$ cat config.mk
export PLATFORM = sky130hd
export DESIGN_NAME = counter_stimulus
export DESIGN_NICKNAME = d
export VERILOG_FILES = /design/src/rtl/counter_pkg.sv /design/src/rtl/counter_stimulus_lfsr4.sv /design/src/rtl/counter_stimulus.sv
export SDC_FILE = /design/constraint.sdc
export NUM_CORES = 1
export LEC_CHECK = 0
export BUFFER_PORTS_ARGS = -buffer_cell sky130_fd_sc_hd__clkbuf_2
export CORE_MARGIN = 3
export CORE_UTILIZATION = 45
export DETAILED_ROUTE_END_ITERATION = 12
export PLACE_DENSITY_LB_ADDON = 0.25
export SLEW_MARGIN = 20
export SYNTH_ARGS = -nofsm -noshare
export SYNTH_HDL_FRONTEND = slang
export SYNTH_SLANG_ARGS = --single-unit
$ cat constraint.sdc
create_clock -name clk -period 2.2 [get_ports clk]
set_input_delay 0.11 -clock clk [delete_from_list [all_inputs] [get_ports clk]]
set_output_delay 0.11 -clock clk [all_outputs]
set_load 0.05 [all_outputs]
$ cat src/rtl/counter_pkg.sv
// Shared encodings for the 4-bit counter harness.
// Used by the stimulus generator, counter model and counter RTL.
package counter_pkg;

  localparam logic [1:0] MODO_UP  = 2'b00;
  localparam logic [1:0] MODO_DN  = 2'b01;
  localparam logic [1:0] MODO_DN3 = 2'b10;
  localparam logic [1:0] MODO_LD  = 2'b11;

  typedef enum logic [2:0] {
    ST_IDLE = 3'd0,
    ST_CLR  = 3'd1,
    ST_LOAD = 3'd2,
    ST_UP   = 3'd3,
    ST_DOWN = 3'd4,
    ST_DN3  = 3'd5,
    ST_DONE = 3'd6
  } state_e;

  typedef enum logic [1:0] {
    TGT_UP  = 2'd0,
    TGT_DN  = 2'd1,
    TGT_DN3 = 2'd2
  } tgt_e;

  function automatic logic [1:0] modo_of(state_e s);
    logic [1:0] m;
    m = MODO_UP;
    unique case (1'b1)
      (s == ST_LOAD): m = MODO_LD;
      (s == ST_DOWN): m = MODO_DN;
      (s == ST_DN3):  m = MODO_DN3;
      default:        m = MODO_UP;
    endcase
    return m;
  endfunction

endpackage

$ cat src/rtl/counter_stimulus_lfsr4.sv
// 4-bit Fibonacci LFSR, x^4+x^3+1, period 15.
// Seed load has priority over advance; never reaches 0 from a nonzero seed.
module lfsr4 #(
  parameter logic [3:0] SEED = 4'b1001
) (
  input  logic       clk,
  input  logic       reset,
  input  logic       init,
  input  logic       adv,
  output logic [3:0] q
);

  // shift left, feedback from taps 4 and 3
  always_ff @(posedge clk) begin
    if (reset || init) begin
      q <= SEED;
    end else if (adv) begin
      q <= {q[2:0], q[3] ^ q[2]};
    end
  end

endmodule

$ cat src/rtl/counter_stimulus.sv
// Stimulus generator for the 4-bit up/down/down-3/load counter.
// Optional LFSR load data: define RAND_D_EN.
module counter_stimulus
  import counter_pkg::*;
#(
  parameter int unsigned PHASE_LEN = 16,
  parameter int unsigned CLR_LEN   = 2,
  parameter int unsigned LOOPS     = 1,
  parameter logic [3:0]  LOAD_BASE = 4'd5,
  parameter logic [3:0]  LOAD_STEP = 4'd3,
  parameter logic [3:0]  SEED      = 4'b1001
) (
  input  logic       clk,
  input  logic       reset,
  input  logic       start,
  input  logic       abort,
  output logic [3:0] D,
  output logic [1:0] modo,
  output logic       enable,
  output logic       busy,
  output logic       done,
  output logic [2:0] phase
);

  localparam logic [7:0] PH_LAST  = 8'(PHASE_LEN - 1);
  localparam logic [7:0] CLR_LAST = 8'(CLR_LEN - 1);
  localparam logic [3:0] LOOPS_L  = 4'(LOOPS);

  if (SEED == 4'd0) begin : g_seed_zero
    $error("SEED must be nonzero");
  end

  state_e     state_q, state_d;
  logic [7:0] timer_q, timer_d;
  logic [3:0] loop_q, loop_d;
  tgt_e       tgt_q, tgt_d;
  logic [3:0] ld_val;

  logic       idle_like;
  logic       init;
  logic       adv;
  logic       ph_end;
  logic       last_loop;

  logic [3:0] d_n;
  logic [1:0] modo_n;
  logic       en_n;
  logic       busy_n;
  logic       done_n;

  assign idle_like = (state_q == ST_IDLE) || (state_q == ST_DONE);
  assign init      = abort || (start && idle_like);
  assign adv       = (state_q == ST_LOAD) && !abort;
  assign last_loop = (loop_q + 4'd1) == LOOPS_L;
  assign phase     = state_q;

  // phase end: timer reached length-1 of the current state
  always_comb begin
    ph_end = 1'b0;
    unique case (1'b1)
      (state_q == ST_CLR):  ph_end = timer_q == CLR_LAST;
      (state_q == ST_LOAD): ph_end = 1'b1;
      (state_q == ST_UP),
      (state_q == ST_DOWN),
      (state_q == ST_DN3):  ph_end = timer_q == PH_LAST;
      default:              ph_end = 1'b0;
    endcase
  end

  // state register
  always_ff @(posedge clk) begin
    if (reset) begin
      state_q <= ST_IDLE;
    end else begin
      state_q <= state_d;
    end
  end

  // next-state logic; abort wins over everything else
  always_comb begin
    state_d = state_q;
    if (abort) begin
      state_d = ST_IDLE;
    end else begin
      unique case (state_q)
        ST_IDLE, ST_DONE: begin
          if (start) state_d = ST_CLR;
        end
        ST_CLR: begin
          if (ph_end) state_d = ST_LOAD;
        end
        ST_LOAD: begin
          unique case (tgt_q)
            TGT_DN:  state_d = ST_DOWN;
            TGT_DN3: state_d = ST_DN3;
            default: state_d = ST_UP;
          endcase
        end
        ST_UP, ST_DOWN: begin
          if (ph_end) state_d = ST_LOAD;
        end
        ST_DN3: begin
          if (ph_end) state_d = last_loop ? ST_DONE : ST_LOAD;
        end
        default: state_d = ST_IDLE;
      endcase
    end
  end

  // next registered outputs, derived from the state being entered
  always_comb begin
    d_n    = 4'd0;
    modo_n = modo_of(state_d);
    en_n   = 1'b0;
    busy_n = 1'b0;
    done_n = 1'b0;
    unique case (state_d)
      ST_IDLE: ;
      ST_DONE: done_n = 1'b1;
      ST_CLR:  busy_n = 1'b1;
      ST_LOAD: begin
        d_n    = ld_val;
        en_n   = 1'b1;
        busy_n = 1'b1;
      end
      default: begin
        d_n    = D;
        en_n   = 1'b1;
        busy_n = 1'b1;
      end
    endcase
  end

  // sequencing counters: timer, loop count and next counting target
  always_comb begin
    timer_d = timer_q + 8'd1;
    if (state_d != state_q || state_d == ST_IDLE ||
        state_d == ST_DONE) begin
      timer_d = 8'd0;
    end
    loop_d = loop_q;
    tgt_d  = tgt_q;
    if (init) begin
      loop_d = 4'd0;
      tgt_d  = TGT_UP;
    end else if (ph_end) begin
      unique case (state_q)
        ST_UP:   tgt_d = TGT_DN;
        ST_DOWN: tgt_d = TGT_DN3;
        ST_DN3: begin
          tgt_d  = TGT_UP;
          loop_d = loop_q + 4'd1;
        end
        default: ;
      endcase
    end
  end

  // datapath and output registers
  always_ff @(posedge clk) begin
    if (reset) begin
      timer_q <= 8'd0;
      loop_q  <= 4'd0;
      tgt_q   <= TGT_UP;
      D       <= 4'd0;
      modo    <= MODO_UP;
      enable  <= 1'b0;
      busy    <= 1'b0;
      done    <= 1'b0;
    end else begin
      timer_q <= timer_d;
      loop_q  <= loop_d;
      tgt_q   <= tgt_d;
      D       <= d_n;
      modo    <= modo_n;
      enable  <= en_n;
      busy    <= busy_n;
      done    <= done_n;
    end
  end

`ifdef RAND_D_EN
  lfsr4 #(
    .SEED (SEED)
  ) u_lfsr (
    .clk   (clk),
    .reset (reset),
    .init  (init),
    .adv   (adv),
    .q     (ld_val)
  );
`else
  logic [3:0] ld_q;

  // arithmetic load sequence, advanced after each LOAD cycle
  always_ff @(posedge clk) begin
    if (reset || init) begin
      ld_q <= LOAD_BASE;
    end else if (adv) begin
      ld_q <= ld_q + LOAD_STEP;
    end
  end

  assign ld_val = ld_q;
`endif

endmodule

* After elaboration in Yosys (flattened, before gate mapping) *
Cells that the tools add are included.

cells by class
  equality and inequality tests = 17
  multiplexer cells = 14
  reductions and logical operators = 21
  add/sub/neg operators = 3

operators by type and width
  kind                                                             count
  3-bit == test, second input constant                             6
  3-bit two-way mux                                                5
  2-bit one-hot mux with 3 select lines                            2
  3-bit one-hot mux with 4 select lines                            1
  3-bit by 2-bit == test with 1-bit output, second input constant  3
  3-bit OR reduction                                               3
  8-bit by 1-bit adder with 8-bit output, second input constant    1
  8-bit by 1-bit == test with 1-bit output, second input constant  1
  8-bit by 4-bit == test with 1-bit output, second input constant  1
  4-bit one-hot mux with 2 select lines                            1
  2-bit OR reduction                                               4
  3-bit by 1-bit == test with 1-bit output, second input constant  2
  3-bit logical NOT                                                2
  3-bit one-hot mux with 2 select lines                            1
  1-bit logical OR                                                 5
  4-bit by 1-bit adder with 4-bit output, second input constant    1
  4-bit by 2-bit adder with 4-bit output, second input constant    1
  4-bit by 1-bit == test with 1-bit output, second input constant  1
  2-bit AND reduction                                              2
  1-bit two-way mux                                                3
  3-bit != test                                                    1
  1-bit one-hot mux with 3 select lines                            1
  3-bit nonzero test                                               1
  2-bit by 1-bit == test with 1-bit output, second input constant  1
  other kinds (4)                                                  5

storage, ports and cells
  output and inout port bits = 12
  input port bits = 4
  register bits after elaboration = 30

* Depth between registers and ports, before layout *
Gate-level depths: netlist of the first run.

  depth in word-level cells = 10
  gate-level depth with buffers = 8

* Worst setup path after synthesis of the first run *
OpenSTA, ideal clock, no wires.

  path kind = reg-to-reg
  start = reg state_q[1] (netlist: phase[1])
  end = reg D[3]
  setup time = 0.117 ns
  path buffers = 1
  arrival = 2.352 ns
  required time = 2.083 ns
  slack = -0.268 ns
  stages on the path, launching flop included = 8
  path through = dfxtp_1 -> buf_6 -> or4b_4 -> o211a_2 -> nor4_4 -> a2bb2o_4 -> o211a_4 -> a22o_1

between the ends
  longest elaborated chain between the ends = 9
  elaborated cells on any way between the ends = 23

ends and longest elaborated chain
  item                                                                                RTL line                                                                  RTL
  start: declaration                                                                  counter_stimulus.sv:33                                                    state_e state_q, state_d;
  start signal: assignment                                                            counter_stimulus.sv:75                                                    state_q <= state_d;
  3-bit by 2-bit == test with 1-bit output (tied with other cells)                    counter_stimulus.sv:63, counter_stimulus.sv:85
  3-bit OR reduction                                                                  counter_stimulus.sv:60                                                    unique case (1'b1)
  1-bit one-hot mux with 3 select lines                                               counter_stimulus.sv:60
  3-bit two-way mux, on equally long branches                                         counter_stimulus.sv:103, counter_stimulus.sv:90, counter_stimulus.sv:100
  3-bit one-hot mux with 4 select lines (*)                                           counter_stimulus.sv:85                                                    unique case (state_q)
  3-bit two-way mux (*)                                                               counter_stimulus.sv:82                                                    if (abort) begin
  3-bit == test (tied with other cells)                                               counter_stimulus.sv:117                                                   unique case (state_d)
  3-bit OR reduction (no line)                                                        --
  4-bit one-hot mux with 2 select lines / 2-bit nonzero test (equally long branches)  --
  end signal: assignment                                                              counter_stimulus.sv:174                                                   D <= d_n;
  end: declaration                                                                    counter_stimulus.sv:17                                                    output logic [3:0] D,

Mark *: on every way between the ends. The rest lies on a longest branch, timed or not.
A chain may end at the register's enable or synchronous reset.

* Worst setup path after layout of the first run *
  start = reg timer_q[2]
  end = reg D[2]

between the ends
  longest elaborated chain between the ends = 8
  elaborated cells on any way between the ends = 14

ends and longest elaborated chain
  item                                                                                                         RTL line                                                                  RTL
  start: declaration                                                                                           counter_stimulus.sv:34                                                    logic [7:0] timer_q, timer_d;
  start signal: assignment                                                                                     counter_stimulus.sv:171                                                   timer_q <= timer_d;
  8-bit by 4-bit == test with 1-bit output / 8-bit by 1-bit == test with 1-bit output (equally long branches)  counter_stimulus.sv:65, counter_stimulus.sv:61
  1-bit one-hot mux with 3 select lines (*)                                                                    counter_stimulus.sv:60
  3-bit two-way mux, on equally long branches                                                                  counter_stimulus.sv:103, counter_stimulus.sv:90, counter_stimulus.sv:100
  3-bit one-hot mux with 4 select lines (*)                                                                    counter_stimulus.sv:85
  3-bit two-way mux (*)                                                                                        counter_stimulus.sv:82
  3-bit == test (tied with other cells)                                                                        counter_stimulus.sv:117
  3-bit OR reduction (no line)                                                                                 --
  4-bit one-hot mux with 2 select lines / 2-bit nonzero test (equally long branches)                           --

Marked as above.

==> flow_summary.ini, run 1 <==
[run_status]
status = finished, final reports clean

[worst_hold_path]
hold_path_end = phase[0]
hold_class = primary input to register
holdPathStages = 2
min_from = reset

[die]
coreArea_sq_um = 3420
rows = 21
die_y_um = 66.0
die_width_um = 66.0
start_util = 0.475
io_pins = 16
dieArea_sq_um = 4360

[drt]
route.detailed.drc = 0
first_pass_iters = 4
vias = 1467
drt-initial-drc-count = 93
wl_mm = 3.82
antenna_left = 0
viasPerCell = 5.75
wire_per_inst_um = 15.0

[global_route]
grt_util_all_layers = 0.187
grt_pass1_wl_mm = 6.16
grt_antenna_before_repair = 0
grt_pass1_vias = 1285
grt-ovfl-total = 0
grt_max_degree = 20

[sta]
fin_crit_sh = 0.963
finalHoldViolations = 0
rsz0062_at_grt = no
layout_setup_ws_ps = 81.7
worst_pin_slew_ps = 465
timing.final.crit_period_ps = 2120
timing.fmax_ghz = 0.472
setup_violations = 0
finalSetupTns_ps = 0
relSlewSlack = 0.688
slew_viol_final = 0
finalClockSkew_ps = 6.11

[layout]
postLayoutCoreUtil = 0.559
nets = 217
n_antenna_cell = 0
final_common_cell = dfxtp_1
layout-drive-gt1-share = 0.249
fillers = 306
layout_common_cells = 26 x dfxtp_1, 16 x nor2_1, 15 x clkbuf_2
synthToLayoutAreaGrowth_pct = 17.7

[synth]
syn_inst = 182
syn_nets = 191
async_flop_share = 0
synth_area_leader_cell = dfxtp_1
synth_warnings = 0
postSynthAreaPerCell_sq_um = 8.91
synthFlopType = dfxtp_1
yosysTopAreaCellShare = 0.370
synth_cell_types = 49
netlist_area_sq_um = 1620
synth.ff_latch_count = 30
synth_edf_count = 0
yosysSeqAreaShare = 0.370
synthTopCellsByArea = dfxtp_1 37%, xnor2_1 4.3%, ha_1 3.9%

[placement]
detailed_place_hpwl_mm = 2.68
gp_congestion = 0.822
dp_slack_ps = 14.4
numPortBuffers = 15

[pwr]
p_leak_nw = 0.722
pwr_density_cell_nw_per_um2 = 515
finalPower_mw = 0.983
irDropWorstVdd_uv = 273

[clock_tree]
clock_sinks = 30
clock-root-buffer = clkbuf_4
clk_pin_slew_ps = 90
cts_buffers = 5
clockBufferDepth = 2
clk_latency_ps = 340
cts_tree = done
cts_max_level = 2
cts_hold_buf = 0

[setup_path]
reg2reg_from = timer_q[2]
r2r-end = D[2]
r2r.worst_path.cells = 6
cp.arrival_ps = 2360
regToRegSetupSlack_ps = 80
worstSetupEndpointType = register
cp.required_ps = 2440
critPathMaxFanout = 7
critPathLaunchType = register
crit_type = register to register

[run]
maxCapViolations = 0
cells by family (layout without fill, tap and decap cells):
family,Yosys count,after routing,share of synthesized area
and+or+nand+nor,74,74,0.250
AOI/OAI and AO/OA,40,40,0.209
DFF,30,30,0.370
buffers and inverters,18,45,0.0486
xor gates and xnor gates,12,12,0.0648
adders and majority gates,5,5,0.0386
muxes,3,3,0.0185
cell type report:
| class | count | area [sq um] | share of cell area |
|---|---|---|---|
| Tap cell | 46 | 57.6 | 0.0301 |
| Sequential cell | 30 | 613 | 0.321 |
| Multi-Input combinational cell | 134 | 983 | 0.515 |
| Clock inverter | 1 | 5.00 | 0.00262 |
| Inverter | 12 | 45.0 | 0.0236 |
| Timing Repair Buffer | 25 | 150 | 0.0786 |
| Clock buffer | 7 | 55.1 | 0.0288 |
critical path, stage by stage (launching register included):
cell and delay [ps]:
dfxtp_1 410, or4b_4 550, o211a_2 170, nor4_4 210, a2bb2o_4 280, o211a_4 160
a22o_1 240
repair_timing:
action,4_1_cts,5_1_grt
setup endpoints to repair,0,18
gates resized for setup,0,9
setup buffers,0,5
layer usage:
metal,routed length [um],vias to the layer above,GRT usage
met2,1760,38,0.280
li1,-,711,-
met4,95,0,0.0888
met1,1770,704,0.251
met5,0,-,0
met3,192,14,0.0442
registers in the layout, indices dropped and copies added, names as in the netlist:
name	cells
D	4
busy	1
phase	3
ld_q	4
timer_q	8
loop_q	4
modo	2
done	1
enable	1
tgt_q	2
report_power, final:
| group | internal, mW | leakage (nW) | switching, mW | total, mW |
|---|---|---|---|---|
| sequential | 0.545 | 0.245 | 0.00792 | 0.553 |
| combinational | 0.0267 | 0.442 | 0.0569 | 0.0836 |
| clock | 0.155 | 0.0353 | 0.192 | 0.347 |
synthesized netlist by cell type, drive strengths merged (3+ instances only):
master and n:
a21oi 7, a22o 5, and2 3, and3 5
buf 4, dfxtp 30, ha 5, inv 12
mux2i 3, nand2 12, nand3 8, nor2 16
nor2b 5, nor3 13, o211ai 4, o21ai 5
or2 3, xnor2 8, xor2 4
stage by stage:
stage	instance area, sq um	std cells	hold WS, ps
floorplan	1630	182	172
global placement	1770	242	390
detailed placement	1770	242	392
CTS	1830	250	34.2
global route	1910	255	63.9
finish	1910	255	46.1
worst max path at each step:
stage                    start    endpoint  slack, ps  cells after the start
floorplan             phase[0]        D[3]         70                      7
global placement      phase[1]        D[1]         90                      6
detailed placement   loop_q[0]  timer_q[4]         10                      7
CTS                  loop_q[0]  timer_q[4]          3                      7
global route        timer_q[2]        D[2]          2                      6
finish              timer_q[2]        D[2]         80                      6
(Power assumes the default switching activity.)
==> run 2: changes to the inputs <==
SETUP_SLACK_MARGIN = 0.2   (was unset)
==> run 2 against run 1 <==
Effect of this change: combinational power grew 11%; register-to-register slack is essentially flat; die area is the same; clock skew grew 4.1 ps; via count shrank 1.2%; clock power shrank 10%; core utilization grew 2.6 points; design area grew 4.7%; sequential cell count is the same; power shrank 2.9%; critical endpoint is now D[0].
==> flow_summary.ini, run 2 (same netlist as run 1, synthesis figures left out) <==
[sta]
holdWs_ps = 40.9
relSlewSlack = 0.652
finalSetupTns_ps = 0
finalHoldViolations = 0
setup_violations = 0
timing.fmax_ghz = 0.475
rsz0062_at_grt = yes
worst_pin_slew_ps = 516
timing.final.crit_period_ps = 2100
slew_viol_final = 0
layout_setup_ws_ps = 95.4
finalClockSkew_ps = 10.2
fin_crit_sh = 0.957

[layout]
layout_common_cells = 21 x dfxtp_1, 15 x nor2_1, 15 x clkbuf_2, 12 x inv_1, 12 x nand2_1
postLayoutCoreUtil = 0.585
final_common_cell = dfxtp_1
layout-drive-gt1-share = 0.316
largest_register_ffs = 8
layout.cells.non_filler = 255
n_antenna_cell = 0
nets = 217
regMostFlops = timer_q
synthToLayoutAreaGrowth_pct = 23.2

[drt]
viasPerCell = 5.69
antenna_left = 0
first_pass_iters = 4
drt-initial-drc-count = 117
wire_per_inst_um = 15.2
route.detailed.drc = 0
wl_mm = 3.86
vias = 1450

[clock_tree]
cts_buffers = 5
cts_hold_buf = 0
clock_sinks = 30
clk_pin_slew_ps = 100
cts_max_level = 2
clockBufferDepth = 2
clock-root-buffer = clkbuf_4
clk_latency_ps = 340
cts_tree = done

[global_route]
grt_pass1_vias = 1433
grt_max_degree = 19
grt_util_all_layers = 0.193
grt-ovfl-total = 0
grt_antenna_before_repair = 0
grt_pass1_wl_mm = 6.40

[run_status]
status = finished, final reports clean

[die]
coreArea_sq_um = 3420
io_pins = 16
rows = 21
die_width_um = 66.0
die_y_um = 66.0
start_util = 0.475
dieArea_sq_um = 4360

[worst_hold_path]
hold_class = primary input to register

[run]
maxCapViolations = 0

[placement]
detailed_place_hpwl_mm = 2.66
dp_slack_ps = 64.4
dpl.cell_count = 241
gp_congestion = 0.889
numPortBuffers = 15

[setup_path]
worstSetupEndpointType = register
crit_type = register to register
cp.arrival_ps = 2340
cp.required_ps = 2430
critPathLaunchType = register
critPathMaxFanout = 4

[pwr]
p_leak_nw = 0.728
irDropWorstVdd_uv = 240
pwr_density_cell_nw_per_um2 = 478
[run 2: cell types whose count changed in the layout (fill, tap and decap cells not counted), moves of 2 or more]
cell	delta
a21oi_2	+2
dfxtp_1	-5
nor3_1	-3
a21oi_1	-2
dfxtp_4	+3
nor3_2	+3
dfxtp_2	+2
[run 2: what timing repair did]
item | CTS | global route
endpoints found under the setup margin | 15 | 21
pin swaps | 2 | 7
setup buffers | 5 | 1
gates resized for setup | 9 | 17
[run 2: critical path, cell delays in order (launching register included)]
cell,delay [ps]
dfxtp_4,370
or4b_4,550
o211a_4,170
nor4_4,250
a2bb2o_4,280
o211a_4,160
a22o_1,220
[run 2: power by group]
group / total, mW / switching [mW] / internal, mW
Clock: 0.312 / 0.194 / 0.118
Sequential: 0.550 / 0.00905 / 0.541
Combinational: 0.0925 / 0.0599 / 0.0326
Total: 0.955 / 0.263 / 0.692
[run 2: cell type report]
type	count	area (sq um)
Clock buffer	5	37.5
Clock inverter	3	16.3
Fill cell	301	1420
Inverter	12	45.0
Multi-Input combinational cell	134	1050
Sequential cell	30	627
Tap cell	46	57.6
Timing Repair Buffer	25	163
[run 2: worst paths after layout]
kind              start       end  slack [ps]  cells past startpoint
max          timer_q[1]      D[0]         100                      6
min               reset   modo[1]          40                      2
max reg2reg  timer_q[1]      D[0]         100                      6
min reg2reg    tgt_q[1]  tgt_q[1]         490                      2
[run 2: per-layer routing]
layer / vias up / part of all wire / track usage
met5: - / 0 / 0
met4: 0 / 0.047 / 0.102
met3: 20 / 0.049 / 0.0544
met2: 53 / 0.48 / 0.313
met1: 668 / 0.42 / 0.232
li1: 709 / - / -
[run 2: per-stage QoR]
| stage | instance area, sq um | total power, mW |
|---|---|---|
| finish | 2000 | 0.955 |
| global route | 2000 | 1.00 |
| CTS | 1890 | 0.956 |
| detailed placement | 1770 | 0.642 |
| global placement | 1770 | 0.640 |
| floorplan | 1640 | 0.619 |
